<file path="config.mk">
export PLATFORM = sky130hd
export DESIGN_NAME = soc_sysid_regs_flat
export DESIGN_NICKNAME = d
export VERILOG_FILES = /design/src/rtl/soc_sysid_pkg.sv /design/src/rtl/soc_sysid_regs_if.sv /design/src/rtl/sysid_uptime_counter.sv /design/src/rtl/soc_sysid_regs.sv /design/src/flat_wrapper.sv
export SDC_FILE = /design/constraint.sdc
export NUM_CORES = 1
export LEC_CHECK = 0
export CAP_MARGIN = 20
export CORE_ASPECT_RATIO = 1.75
export CORE_MARGIN = 3
export CORE_UTILIZATION = 58
export CTS_CLUSTER_SIZE = 14
export DETAILED_ROUTE_END_ITERATION = 10
export PLACE_DENSITY_LB_ADDON = 0.08
export SLEW_MARGIN = 10
export SYNTH_ARGS = -nofsm -noshare
export SYNTH_HDL_FRONTEND = slang
export SYNTH_SLANG_ARGS = --single-unit
</file>
<file path="constraint.sdc">
create_clock -name clock -period 4.2 [get_ports clock]
set_input_delay 1.05 -clock clock [delete_from_list [all_inputs] [get_ports clock]]
set_output_delay 1.05 -clock clock [all_outputs]
set_load 0.02 [all_outputs]
</file>
<file path="src/rtl/soc_sysid_pkg.sv">
// Shared constants for the system-ID / uptime register slave: register map,
// CTRL bit positions and counter width.
package soc_sysid_pkg;

  localparam int UPTIME_W = 64;
  localparam int DATA_W   = 32;

  localparam logic [2:0] OFF_ID        = 3'd0;
  localparam logic [2:0] OFF_TIMESTAMP = 3'd1;
  localparam logic [2:0] OFF_UPTIME_LO = 3'd2;
  localparam logic [2:0] OFF_UPTIME_HI = 3'd3;
  localparam logic [2:0] OFF_SCRATCH   = 3'd4;
  localparam logic [2:0] OFF_CTRL      = 3'd5;
  localparam logic [2:0] OFF_PRESCALE  = 3'd6;

  localparam int CTRL_CLEAR  = 0;
  localparam int CTRL_FREEZE = 1;

endpackage

</file>
<file path="src/rtl/soc_sysid_regs_if.sv">
// Avalon-MM slave bus bundle (no waitrequest) for the system-ID register block.
interface soc_sysid_regs_if;

  logic [2:0]  address;
  logic        read;
  logic        write;
  logic [31:0] writedata;
  logic [31:0] readdata;
  logic        readdatavalid;

  modport master (
    output address, read, write, writedata,
    input  readdata, readdatavalid
  );

  modport slave (
    input  address, read, write, writedata,
    output readdata, readdatavalid
  );

endinterface

</file>
<file path="src/rtl/sysid_uptime_counter.sv">
// Prescaled 64-bit free-running uptime counter with synchronous clear and freeze.
module sysid_uptime_counter
  import soc_sysid_pkg::*;
#(
  parameter int PRESCALE = 50
) (
  input  logic                clock,
  input  logic                reset,
  input  logic                clear,
  input  logic                freeze,
  output logic [UPTIME_W-1:0] uptime
);

  localparam int              PS_W    = (PRESCALE > 1) ? $clog2(PRESCALE) : 1;
  localparam logic [PS_W-1:0] PS_TERM = PS_W'(PRESCALE - 1);

  logic [PS_W-1:0]     ps_q;
  logic [UPTIME_W-1:0] uptime_q;

  // Clear has priority over a coincident terminal count and over freeze.
  always_ff @(posedge clock) begin
    if (reset || clear) begin
      ps_q     <= '0;
      uptime_q <= '0;
    end else if (!freeze) begin
      if (ps_q == PS_TERM) begin
        ps_q     <= '0;
        uptime_q <= uptime_q + UPTIME_W'(1);
      end else begin
        ps_q <= ps_q + PS_W'(1);
      end
    end
  end

  assign uptime = uptime_q;

endmodule

</file>
<file path="src/rtl/soc_sysid_regs.sv">
// System-ID / uptime register slave: register decode, uptime snapshot shadow,
// scratch and control registers, and a fixed-latency pipelined read path.
module soc_sysid_regs
  import soc_sysid_pkg::*;
#(
  parameter logic [31:0] SYS_ID        = 32'h0,
  parameter logic [31:0] TIMESTAMP     = 32'h0,
  parameter int          PRESCALE      = 50,
  parameter int          READ_LATENCY  = 1,
  parameter logic [31:0] SCRATCH_RESET = 32'h0
) (
  input  logic             clock,
  input  logic             reset,
  soc_sysid_regs_if.slave  bus
);

  logic                rd_en;
  logic                wr_en;
  logic                clear;
  logic [UPTIME_W-1:0] uptime;
  logic [31:0]         shadow_q;
  logic [31:0]         scratch_q;
  logic                freeze_q;
  logic [31:0]         rd_mux;

  // A simultaneous read and write performs the read and drops the write.
  assign rd_en = bus.read;
  assign wr_en = bus.write && !bus.read;
  assign clear = wr_en && (bus.address == OFF_CTRL) && bus.writedata[CTRL_CLEAR];

  sysid_uptime_counter #(
    .PRESCALE (PRESCALE)
  ) u_counter (
    .clock  (clock),
    .reset  (reset),
    .clear  (clear),
    .freeze (freeze_q),
    .uptime (uptime)
  );

  always_ff @(posedge clock) begin
    if (reset) begin
      shadow_q  <= '0;
      scratch_q <= SCRATCH_RESET;
      freeze_q  <= 1'b0;
    end else begin
      if (rd_en && (bus.address == OFF_UPTIME_LO))
        shadow_q <= uptime[UPTIME_W-1:32];
      if (wr_en && (bus.address == OFF_SCRATCH))
        scratch_q <= bus.writedata;
      if (wr_en && (bus.address == OFF_CTRL))
        freeze_q <= bus.writedata[CTRL_FREEZE];
    end
  end

  always_comb begin
    rd_mux = '0;
    case (bus.address)
      OFF_ID:        rd_mux = SYS_ID;
      OFF_TIMESTAMP: rd_mux = TIMESTAMP;
      OFF_UPTIME_LO: rd_mux = uptime[31:0];
      OFF_UPTIME_HI: rd_mux = shadow_q;
      OFF_SCRATCH:   rd_mux = scratch_q;
      OFF_CTRL:      rd_mux[CTRL_FREEZE] = freeze_q;
      OFF_PRESCALE:  rd_mux = 32'(PRESCALE);
      default:       rd_mux = '0;
    endcase
  end

  logic [READ_LATENCY-1:0]       rd_vld_p;
  logic [READ_LATENCY-1:0][31:0] rd_data_p;

  // Stage 0 captures the decode; later stages only delay. Data is zeroed when not valid.
  always_ff @(posedge clock) begin
    if (reset) begin
      rd_vld_p  <= '0;
      rd_data_p <= '0;
    end else begin
      rd_vld_p[0]  <= rd_en;
      rd_data_p[0] <= rd_en ? rd_mux : 32'h0;
      for (int i = 1; i < READ_LATENCY; i++) begin
        rd_vld_p[i]  <= rd_vld_p[i-1];
        rd_data_p[i] <= rd_data_p[i-1];
      end
    end
  end

  assign bus.readdata      = rd_data_p[READ_LATENCY-1];
  assign bus.readdatavalid = rd_vld_p[READ_LATENCY-1];

endmodule

</file>
<file path="src/flat_wrapper.sv">
// flat-port wrapper written by rule: the top's interface ports become plain ports
module soc_sysid_regs_flat import soc_sysid_pkg::*;
#(
  parameter logic [31:0] SYS_ID        = 32'h0,
  parameter logic [31:0] TIMESTAMP     = 32'h0,
  parameter int          PRESCALE      = 50,
  parameter int          READ_LATENCY  = 1,
  parameter logic [31:0] SCRATCH_RESET = 32'h0
)
  (clock, reset, bus_address, bus_read, bus_write, bus_writedata, bus_readdata, bus_readdatavalid);
  soc_sysid_regs_if bus_i ();
  input  logic clock;
  input  logic reset;
  input wire logic [$bits(bus_i.address)-1:0] bus_address;
  input wire logic [$bits(bus_i.read)-1:0] bus_read;
  input wire logic [$bits(bus_i.write)-1:0] bus_write;
  input wire logic [$bits(bus_i.writedata)-1:0] bus_writedata;
  output wire logic [$bits(bus_i.readdata)-1:0] bus_readdata;
  output wire logic [$bits(bus_i.readdatavalid)-1:0] bus_readdatavalid;
  assign bus_i.address = bus_address;
  assign bus_i.read = bus_read;
  assign bus_i.write = bus_write;
  assign bus_i.writedata = bus_writedata;
  assign bus_readdata = bus_i.readdata;
  assign bus_readdatavalid = bus_i.readdatavalid;
  soc_sysid_regs #(.SYS_ID(SYS_ID), .TIMESTAMP(TIMESTAMP), .PRESCALE(PRESCALE), .READ_LATENCY(READ_LATENCY), .SCRATCH_RESET(SCRATCH_RESET)) u_core (.clock(clock), .reset(reset), .bus(bus_i));
endmodule
</file>
Yosys cells after proc, flatten, opt, wreduce, memory -nomap -nowiden. Index checks and enable logic that the tools add are counted.

Flip-flop bits (word level): 168. Output and inout bits: 33.

Mux-type cells: 4. Reductions and logical operators: 9. Equality and inequality tests: 6. $add $sub $neg: 2. Bitwise logic cells: 2.

Operator list (count): $pmux 30 s4 (1); $add 64x1->64 const B (1); $eq 3x3->1 const B (3); $add 6x1->6 const B (1); $eq 3x2->1 const B (2); $eq 6x6->1 const B (1); $mux 6 (1); $logic_and 1x1->1 (5); $pmux 1 s5 (1); $pmux 1 s3 (1); $not 1->1 (2); $reduce_and 2->1 (1); $reduce_or 2->1 (1); $logic_not 1->1 (1); $logic_or 1x1->1 (1).

Longest topological paths before layout.
Word-level depth: 5. Depth in mapped cells: 9.

By module. From an unflattened synthesis, not the netlist that was laid out.

Cells, all modules: 836. Area, all modules: 7576.0 um2.

Modules (own cells, without submodules): soc_sysid_regs (sequential area each 1961.9 um2, times used 1, cells an instance 442, area an instance 4300.4 um2); sysid_uptime_counter (sequential area each 1401.3 um2, times used 1, cells an instance 394, area an instance 3275.6 um2).

Worst setup path before layout. OpenSTA, ideal clock, no wires.

Kind: in2reg. Start: in bus_address[2]. End: reg u_core.u_counter.uptime_q[28], in the netlist u_core.u_counter.uptime[28]. Path slack: 1885 ps. Arrival: 2241 ps. Stages on the path: 6. Path buffers: 2. Library setup time: 74 ps. Cell sequence: nor2b_1 > clkbuf_1 > a41o_1 > clkbuf_1 > or4_1 > o21ai_0.

Cells in the longest elaborated chain, start to end: 4.

Ends and longest elaborated chain: from (decl) (RTL line flat_wrapper.sv:14) `input wire logic [$bits(bus_i.address)-1:0] bus_address;`; $eq 3x3->1 (RTL line soc_sysid_regs.sv:29) `assign clear = wr_en && (bus.address == OFF_CTRL) && bus.writedata[CTRL_CLEAR];`; $logic_and 1x1->1 (2 in series) (RTL line soc_sysid_regs.sv:29); $logic_or 1x1->1 (RTL line sysid_uptime_counter.sv:22) `if (reset || clear) begin`; to (signal assigned) (RTL line sysid_uptime_counter.sv:28) `uptime_q <= uptime_q + UPTIME_W'(1);`; to (decl) (RTL line sysid_uptime_counter.sv:18) `logic [UPTIME_W-1:0] uptime_q;`.

Every way passes these cells. A chain may end at the register's enable or synchronous reset.

Worst setup path in the final report.
Start: reg u_core.freeze_q. End: reg u_core.u_counter.uptime_q[43], in the netlist u_core.u_counter.uptime[43].

Cells in the longest elaborated chain, start to end: 2.

Ends and longest elaborated chain: from (decl) (RTL line soc_sysid_regs.sv:23) `logic freeze_q;`; from (signal assigned) (RTL line soc_sysid_regs.sv:52) `freeze_q <= bus.writedata[CTRL_FREEZE];`; $not 1->1 (no source line); $reduce_and 2->1 (no source line).

Every way passes these cells.

==> flow_summary.ini <==
[outcome]
run_status = completed

[timing]
period_needed_ns = 3.31
drv_slew = 0
slew_headroom_pct = 36.3
setup_violations = 0
rsz0062_at_grt = no
worstMarginPinSlew_ns = 0.952
fin_crit_sh_pct = 78.9
max_freq_mhz = 302
hold_viol_final = 0
clock_skew_ns = 0.0100
setup_tns_ns = 0

[pwr]
p_leak_uw = 0.00270
irDropWorstVdd_mv = 0.351
power-per-cell-area_nw_per_um2 = 389
p_total_uw = 3330

[yosys]
synth_seq_cells = 168
syn_inst = 896
synthAdderAreaFrac_pct = 0.528
yosys-top-cells-area = dfxtp_1, a21oi_1, nand2_1
ys_seq_area_share_pct = 47.3
synth.distinct_cells = 46
synth_top_area_share_pct = 47.3
syn_area_sq_um = 7110
synth_edf_count = 0
async_flop_share_pct = 0
synth_top_family_by_area = simple AND/OR/NAND/NOR gates
ys.flop_type = dfxtp_1
ys_top_cells_by_count = nand2_1, dfxtp_1, a21oi_1
synth-xor-area-share_pct = 3.70
synth_compound_area_share_pct = 16.5
synth_area_leader_cell = dfxtp_1
synth-simple-area-share_pct = 28.0
synth.avg_cell_area_sq_um = 7.93
synth_fp_nets = 938
yosysMostFrequentCell = nand2_1
ys_warn_count = 0
synthMuxAreaShare_pct = 0.141

[floorplan]
io_pins = 72
die-area_sq_um = 13700
start_util_pct = 60.4
die_w_um = 89.7
fp.dieH_um = 152
row_count = 52
core_sq_um = 11800

[run]
maxCapViolCount = 0

[setup_path]
critPathLaunchType = flip-flop
end_kind = flip-flop
worstPathRequired_ns = 4.55
slowest_stage = or4b_1
critPathKind = flip-flop to flip-flop
crit_arrival_ns = 3.66
critPathMaxStageDelay_ns = 0.80
cp_cell_sequence = or4b_1 -> nor3_1 -> nand4_1 -> or4_1 -> a21oi_1
crit_path_max_fanout = 22

[cells_and_area]
final_net_count = 987
syn2layout_area_growth_pct = 20.2
drive_gt1_share_pct = 6.78

[place]
dp_hpwl_um = 15000
placement.io_buffers = 71
gp_congestion = 0.921

[clock_network]
ctsRootBufferMaster = clkbuf_16
cts_buffer_depth = 2
cts_setup_buffers = 0
cts_tree = built
cts_buffers = 17
clock-sinks = 168
clock_latency_ns = 0.42
postCtsResizedCells = 0
cts.clk_slew.worst_paths_ns = 0.07
htreeDepth = 4
cts_hold_buf = 0

[grt]
grtUsageTotal_pct = 30.9
gr-max-usage-layer = met2
grt_pass1_wl_um = 32500
grt_max_degree = 39
met2_usage_pct = 50.8
overflow = 0
grt_pass1_vias = 6556
use_met3_pct = 6.76
antenna_found_initial = 1
use_met1_pct = 32.1

[route]
avgViaCountPerCell = 6.06
drc = 0
num_vias = 6795
drt_wl_total_um = 20500
drt_first_pass_iters = 5
drt_iter0_drc = 433
ant_nets = 0
wl_per_cell_um = 18.3

[worst_hold_path]
hold_path_class = flip-flop to flip-flop
-- layout by cell type, fill, tap and decap left out, types with 3 or more instances in the layout --
master,Yosys,final
nand2_1,171,171
dfxtp_1,168,168
a21oi_1,131,131
nor2_1,106,105
clkdlybuf4s50_1,0,70
nand3_1,34,34
a22oi_1,29,29
o21ai_0,28,27
nand4_1,22,22
or4_1,19,19
or3_1,19,19
clkbuf_16,0,17
xor2_1,16,16
buf_4,0,15
xnor2_1,14,14
o31ai_1,11,11
nor3_1,10,10
nor4_1,8,8
inv_1,7,7
and3_1,5,5
nor2b_1,6,4
inv_6,0,4
and4_1,3,3
nor4_2,3,3
ha_1,3,3
clkinvlp_4,0,3
-- cell type report --
class	instances	area, sq um
antenna	1	2.50
clock buffer	19	453
clock inverter	13	158
fill	949	3230
inverter	7	26.3
multi-input combinational	663	3490
sequential	168	3360
tap	162	203
timing repair buffer	88	853
-- metrics by stage --
step / cell area [sq um] / instances / hold slack, ns / utilization, % / setup slack [ns]
finish: 8550 / 1121 / 0.465 / 72.6 / 0.886
global route: 8550 / 1121 / 0.480 / 72.6 / 0.804
CTS: 8530 / 1119 / 0.461 / 72.4 / 0.946
detailed placement: 7920 / 1087 / 0.451 / 67.2 / 0.645
global placement: 7920 / 1087 / 0.448 / 67.2 / 0.731
floorplan: 7110 / 896 / 0.437 / - / 1.88
-- metal layers --
layer	up-vias	wire length [um]
met4	0	1890
met1	3195	7300
met5	-	0
li1	3234	-
met3	98	1070
met2	268	10300
-- cell families after synthesis --
group,Yosys count
DFF,168
AOI/OAI and AO/OA,208
xor gates and xnor gates,30
buffers and inverters,65
and+or+nand+nor,421
adders and majority gates,3
muxes,1
-- path summary, 6_finish.rpt --
path | from | end | slack (ns) | depth (start not counted)
setup reg to reg | u_core.freeze_q | u_core.u_counter.uptime[43] | 0.89 | 5
setup / recovery | u_core.freeze_q | u_core.u_counter.uptime[43] | 0.89 | 5
hold reg to reg | u_core.shadow_q[6] | u_core.shadow_q[6] | 0.47 | 2
hold / removal | u_core.shadow_q[6] | u_core.shadow_q[6] | 0.47 | 2
-- sequential cells by signal, indices dropped and copies added (netlist names) --
register,flops
u_core.shadow_q,32
u_core.u_counter.ps_q,6
u_core.u_counter.uptime,64
u_core.bus.readdatavalid,1
u_core.bus.readdata,32
u_core.freeze_q,1
u_core.scratch_q,32
-- worst max-delay path: cells and delay by family, from the launching register on --
kind | cells | cell delay, ns
DFF | 1 | 0.38
AOI/OAI and AO/OA | 1 | 0.17
and+or+nand+nor | 4 | 2.67
-- report_power, final --
group          total, uW  internal [uW]  switching [uW]
sequential          1610           1600            7.06
combinational        133           53.7            78.9
clock               1590            925             663
No activity file was read; power rests on OpenSTA's default activity.
